### config.mk
export PLATFORM = sky130hd
export DESIGN_NAME = fetch_stage_ctrl
export DESIGN_NICKNAME = d
export VERILOG_FILES = /design/src/rtl/fetch_stage_ctrl.sv
export SDC_FILE = /design/constraint.sdc
export NUM_CORES = 1
export LEC_CHECK = 0
export ABC_AREA = 1
export ABC_CLOCK_PERIOD_IN_PS = 6400
export CAP_MARGIN = 15
export CORE_ASPECT_RATIO = 1.75
export CORE_UTILIZATION = 30
export CTS_BUF_LIST = sky130_fd_sc_hd__clkbuf_8
export CTS_CLUSTER_SIZE = 28
export DETAILED_ROUTE_END_ITERATION = 6
export PLACE_DENSITY = 0.51
export SLEW_MARGIN = 20
export SYNTH_ARGS = -nofsm -noshare
export SYNTH_HDL_FRONTEND = slang
export SYNTH_SLANG_ARGS = --single-unit
### constraint.sdc
create_clock -name clk -period 6.4 [get_ports clk]
set_clock_uncertainty 0.15 [all_clocks]
set_input_delay 0.96 -clock clk [delete_from_list [all_inputs] [get_ports clk]]
set_output_delay 0.96 -clock clk [all_outputs]
set_load 0.1 [all_outputs]
### src/rtl/fetch_stage_ctrl.sv
// Instruction-fetch stage controller: owns the PC, the single-outstanding request
// to instruction memory, a one-entry skid buffer and the IF/ID register.
module fetch_stage_ctrl #(
    parameter int unsigned          ADDR_W    = 16,
    parameter int unsigned          INSTR_W   = 16,
    parameter logic [ADDR_W-1:0]    RESET_PC  = '0,
    parameter logic [INSTR_W-1:0]   NOP_INSTR = '0
) (
    input  logic                clk,
    input  logic                rst,
    input  logic                pc_write_en,
    input  logic                if_id_write_en,
    input  logic                if_id_clean,
    input  logic                doJump,
    input  logic [ADDR_W-1:0]   jump_target,
    output logic                imem_req,
    output logic [ADDR_W-1:0]   imem_addr,
    input  logic                imem_ack,
    input  logic [INSTR_W-1:0]  imem_rdata,
    output logic [INSTR_W-1:0]  if_id_instr,
    output logic [ADDR_W-1:0]   if_id_pc1,
    output logic                if_id_valid,
    output logic [15:0]         bubble_count
);

    typedef enum logic [1:0] {
        ST_ISSUE = 2'd0,
        ST_WAIT  = 2'd1,
        ST_HOLD  = 2'd2
    } state_e;

    localparam logic [ADDR_W-1:0] ADDR_ONE = ADDR_W'(1);

    state_e               state_q, state_d;
    logic [ADDR_W-1:0]    pc_q, pc_d;
    logic [ADDR_W-1:0]    fetch_addr_q, fetch_addr_d;
    logic                 kill_q, kill_d;
    logic [INSTR_W-1:0]   skid_instr_q, skid_instr_d;
    logic [ADDR_W-1:0]    skid_pc1_q, skid_pc1_d;
    logic [INSTR_W-1:0]   ifid_instr_q, ifid_instr_d;
    logic [ADDR_W-1:0]    ifid_pc1_q, ifid_pc1_d;
    logic                 ifid_valid_q, ifid_valid_d;
    logic [15:0]          bubble_cnt_q, bubble_cnt_d;

    logic                 advance;
    logic                 new_avail;
    logic [INSTR_W-1:0]   new_instr;
    logic [ADDR_W-1:0]    new_pc1;

    // A pc_write_en / if_id_write_en mismatch is treated as a stall.
    assign advance = pc_write_en & if_id_write_en;

    // NOTE: every variable written here gets a default first, so no path leaves it
    // unassigned and no latch is inferred.
    always_comb begin
        state_d      = state_q;
        pc_d         = pc_q;
        fetch_addr_d = fetch_addr_q;
        kill_d       = kill_q;
        skid_instr_d = skid_instr_q;
        skid_pc1_d   = skid_pc1_q;
        ifid_instr_d = ifid_instr_q;
        ifid_pc1_d   = ifid_pc1_q;
        ifid_valid_d = ifid_valid_q;
        bubble_cnt_d = bubble_cnt_q;
        new_avail    = 1'b0;
        new_instr    = imem_rdata;
        new_pc1      = fetch_addr_q + ADDR_ONE;

        // Jump beats stall; later branches only override when no jump is present.
        if (doJump) begin
            pc_d = jump_target;
        end

        unique case (state_q)
            ST_ISSUE: begin
                state_d      = ST_WAIT;
                fetch_addr_d = doJump ? jump_target : pc_q;
            end
            ST_WAIT: begin
                if (imem_ack) begin
                    if (kill_q || doJump) begin
                        kill_d  = 1'b0;
                        state_d = ST_ISSUE;
                    end else if (advance) begin
                        new_avail    = 1'b1;
                        pc_d         = pc_q + ADDR_ONE;
                        fetch_addr_d = pc_q + ADDR_ONE;
                    end else begin
                        skid_instr_d = imem_rdata;
                        skid_pc1_d   = fetch_addr_q + ADDR_ONE;
                        state_d      = ST_HOLD;
                    end
                end else if (doJump) begin
                    // The old request stays up until its ack, which is then dropped.
                    kill_d = 1'b1;
                end
            end
            ST_HOLD: begin
                if (doJump) begin
                    state_d = ST_ISSUE;
                end else if (advance) begin
                    new_avail = 1'b1;
                    new_instr = skid_instr_q;
                    new_pc1   = skid_pc1_q;
                    pc_d      = pc_q + ADDR_ONE;
                    state_d   = ST_ISSUE;
                end
            end
            default: begin
                state_d = ST_ISSUE;
            end
        endcase

        if (if_id_clean) begin
            ifid_instr_d = NOP_INSTR;
            ifid_pc1_d   = '0;
            ifid_valid_d = 1'b0;
        end else if (if_id_write_en) begin
            if (new_avail) begin
                ifid_instr_d = new_instr;
                ifid_pc1_d   = new_pc1;
                ifid_valid_d = 1'b1;
            end else begin
                ifid_instr_d = NOP_INSTR;
                ifid_pc1_d   = '0;
                ifid_valid_d = 1'b0;
                if (bubble_cnt_q != 16'hFFFF) begin
                    bubble_cnt_d = bubble_cnt_q + 16'd1;
                end
            end
        end
    end

    // NOTE: sequential state uses non-blocking assignments so every register samples
    // the pre-edge values computed above, independent of statement order.
    always_ff @(posedge clk or posedge rst) begin
        if (rst) begin
            state_q      <= ST_ISSUE;
            pc_q         <= RESET_PC;
            fetch_addr_q <= RESET_PC;
            kill_q       <= 1'b0;
            skid_instr_q <= '0;
            skid_pc1_q   <= '0;
            ifid_instr_q <= NOP_INSTR;
            ifid_pc1_q   <= '0;
            ifid_valid_q <= 1'b0;
            bubble_cnt_q <= '0;
        end else begin
            state_q      <= state_d;
            pc_q         <= pc_d;
            fetch_addr_q <= fetch_addr_d;
            kill_q       <= kill_d;
            skid_instr_q <= skid_instr_d;
            skid_pc1_q   <= skid_pc1_d;
            ifid_instr_q <= ifid_instr_d;
            ifid_pc1_q   <= ifid_pc1_d;
            ifid_valid_q <= ifid_valid_d;
            bubble_cnt_q <= bubble_cnt_d;
        end
    end

    // Request and address come straight from registers: no path from hazard inputs.
    assign imem_req     = (state_q == ST_WAIT);
    assign imem_addr    = fetch_addr_q;
    assign if_id_instr  = ifid_instr_q;
    assign if_id_pc1    = ifid_pc1_q;
    assign if_id_valid  = ifid_valid_q;
    assign bubble_count = bubble_cnt_q;

endmodule

==> reports/metrics.cfg <==
[synthesis]
synth.most_common_cell = nand2_1
yosysWarnings = 0
syn_inst = 1008
synthTopCellsByArea = dfrtp_1, nand2_1, o21ai_0
yosys-top-cells-count = nand2_1, o21ai_0, dfrtp_1
yosysSeqAreaShare_pct = 40.62
syn_nets = 1053
synth_top_area_cell = dfrtp_1
synth_area_um2 = 7146
synth.avg_cell_area_um2 = 7.089
synth_cell_types = 42
ys_async_sr_fraction_pct = 100.0
yosysTopAreaCellShare_pct = 40.62
synth-seq-cells = 116
yosys_most_used_dff = dfrtp_1
synth-edff-count = 0

[detailed_routing]
detail_route.first_pass.iterations = 5
wl_per_cell_um = 15.39
first_iter_violations = 360
antenna_left = 0
drcViolationCount = 0
finalWirelength_um = 21690
avgViaCountPerCell = 4.846
vias = 6828

[worst_setup_path]
path_buf_inv = 3
cp_top_family = buffers and inverters
reg2regPathDepth = 10
crit_start = state_q[1]
slowest_delay_ps = 1210
critPathMaxFanout = 28
r2r_start = state_q[1]
worstPathCellList = inv_1, ha_1, buf_4, clkdlybuf4s50_1
worst_ep_arrival_time_ps = 2630
path_depth = 4
endpoint_kind = output pin
r2r_end = if_id_pc1[14]
crit_end = imem_req
required_ps = 5290
crit_slowest_cell = clkdlybuf4s50_1
reg2reg_slack_ps = 3150
critPathLaunchType = flop
path_class = reg2out

[finish]
drive_gt1_share_pct = 6.425
utilization_pct = 37.60
synthToLayoutAreaGrowth_pct = 22.78
num-nets-final = 1137
fin_area_um2 = 8773
n_antenna_cell = 0

[floorplanning]
num_rows = 74
coreArea_um2 = 23330
initial_utilization_pct = 30.63
pin_count = 105
die_h_um = 206.2
die-area_um2 = 24460
fp.dieW_um = 118.7

[pwr]
switchingPower_mw = 2.103
combPwrFrac_pct = 53.6
ir_drop_mv = 0.2669
leakage_nw = 3.974
seq_power_share_pct = 29.9
intPower_mw = 1.862
swShare_pct = 53.03
clkPwrFrac_pct = 16.5
powerDensity_nw_per_um2 = 451.9

[cts]
clk_transition_reported_paths_ps = 80
cts_root_buf = clkbuf_8
cts_hold_buf = 0
cts-htree-levels = 4
ctsResizeCount = 0
clock_latency_ps = 450
postCtsSetupRepairBufs = 0
cts_made_buffers = 17
clockBufferDepth = 2
cts_tree = built
cts_sinks = 116

[sta]
setup_tns_ps = 0
timing.hold.ws_ps = 333.4
drv_slew = 0
setup_viol = 0
slew_headroom_pct = 32.85
min_period_over_period_pct = 58.39
hold_viol = 0
fmax_ghz = 0.2676
min_period_ps = 3737
tightest_slew_ps = 1004
rsz0062_at_grt = false

[place]
port_buffers = 104
dp_hpwl_um = 15570
post_dp_cell_area_um2 = 8403
gp_congestion = 0.9497

[grt]
grt_pass1_wl_um = 35720
grt_max_degree = 60
antenna_found_initial = 0
grt_pass1_vias = 6849
grt_util_all_layers_pct = 18.81
overflow = 0

[run]
cap_violations = 0

[outcome]
status = completed

[min_path]
hp-class = reg2reg

## final cells by class
class	instances	area, um^2
tap	304	380.4
multi-input combinational	754	3672
sequential	116	2903
timing repair buffer	112	1101
inverter	91	346.6
clock inverter	15	136.4
fill	2493	14560
clock buffer	17	234.0
## worst min-delay path: cells and delay by family, from the launching register on
kind             cells  cell delay (ps)
flip-flops           1              350
AND/OR/NAND/NOR      2              110
## cells by family (layout without fill, tap and decap cells)
family,count (synthesis),count (layout),synth area share [%]
AO/OA/AOI/OAI,204,204,15.58
XOR/XNOR,23,23,2.819
adder cells (fa/ha/maj),6,6,1.051
buffers and inverters,138,235,8.055
flip-flops,116,116,40.62
multiplexers,16,16,2.241
AND/OR/NAND/NOR,505,505,29.63
## through the flow
| step | power, mW | setup WS [ps] | cells |
|---|---|---|---|
| 2_1_floorplan | 2.790 | 2218 | 1008 |
| 3_3_place_gp | 3.321 | 2707 | 1377 |
| 3_5_place_dp | 3.330 | 2671 | 1377 |
| 4_1_cts | 4.002 | 2630 | 1409 |
| 5_1_grt | 4.289 | 2544 | 1409 |
| 6_report | 3.965 | 2663 | 1409 |
## power groups by stage
| stage | logic (mW) | clock network [mW] | registers (mW) |
|---|---|---|---|
| 3_5_place_dp | 2.13 | 0 | 1.20 |
| 4_1_cts | 2.14 | 0.677 | 1.19 |
| 6_report | 2.12 | 0.655 | 1.19 |
| 5_1_grt | 2.36 | 0.711 | 1.22 |
| 3_3_place_gp | 2.12 | 0 | 1.20 |
| 2_1_floorplan | 1.13 | 0 | 1.66 |
## flip-flops by register name, indices dropped and copies added, names as in the netlist
name	count
state_q	2
if_id_instr	16
skid_instr_q	16
bubble_count	16
pc_q	16
skid_pc1_q	16
kill_q	1
imem_addr	16
if_id_pc1	16
if_id_valid	1
## layout by cell type (no fill, tap or decap), types with 5 or more instances in the layout
cell type,instances
nand2_1,324
o21ai_0,131
dfrtp_1,116
clkdlybuf4s50_1,104
inv_1,82
nor2_1,73
nand3_1,65
a21oi_1,35
clkbuf_8,17
mux2i_1,16
xor2_1,14
nor3_1,10
nand4_1,9
xnor2_1,9
o22ai_1,8
buf_4,8
or2_2,6
o211ai_1,6
ha_1,6
clkinv_4,6
inv_2,5
o21ai_1,5
## per-layer routing
layer	track usage [%]	part of all wire [%]
met5	0	0
met4	8.183	2.8
met3	3.173	3.2
met2	35.82	55
met1	20.15	39
## how the worst min path moves through the flow
| stage | from | end | slack (ps) | cells past startpoint |
|---|---|---|---|---|
| floorplan | skid_pc1_q[11] | skid_pc1_q[11] | 290 | 2 |
| global placement | skid_pc1_q[11] | skid_pc1_q[11] | 310 | 2 |
| detailed placement | skid_pc1_q[11] | skid_pc1_q[11] | 320 | 2 |
| finish | skid_pc1_q[11] | skid_pc1_q[11] | 330 | 2 |
| global route | skid_pc1_q[11] | skid_pc1_q[11] | 360 | 2 |
| CTS | skid_pc1_q[11] | skid_pc1_q[11] | 340 | 2 |
No activity file was read; power rests on OpenSTA's default activity.
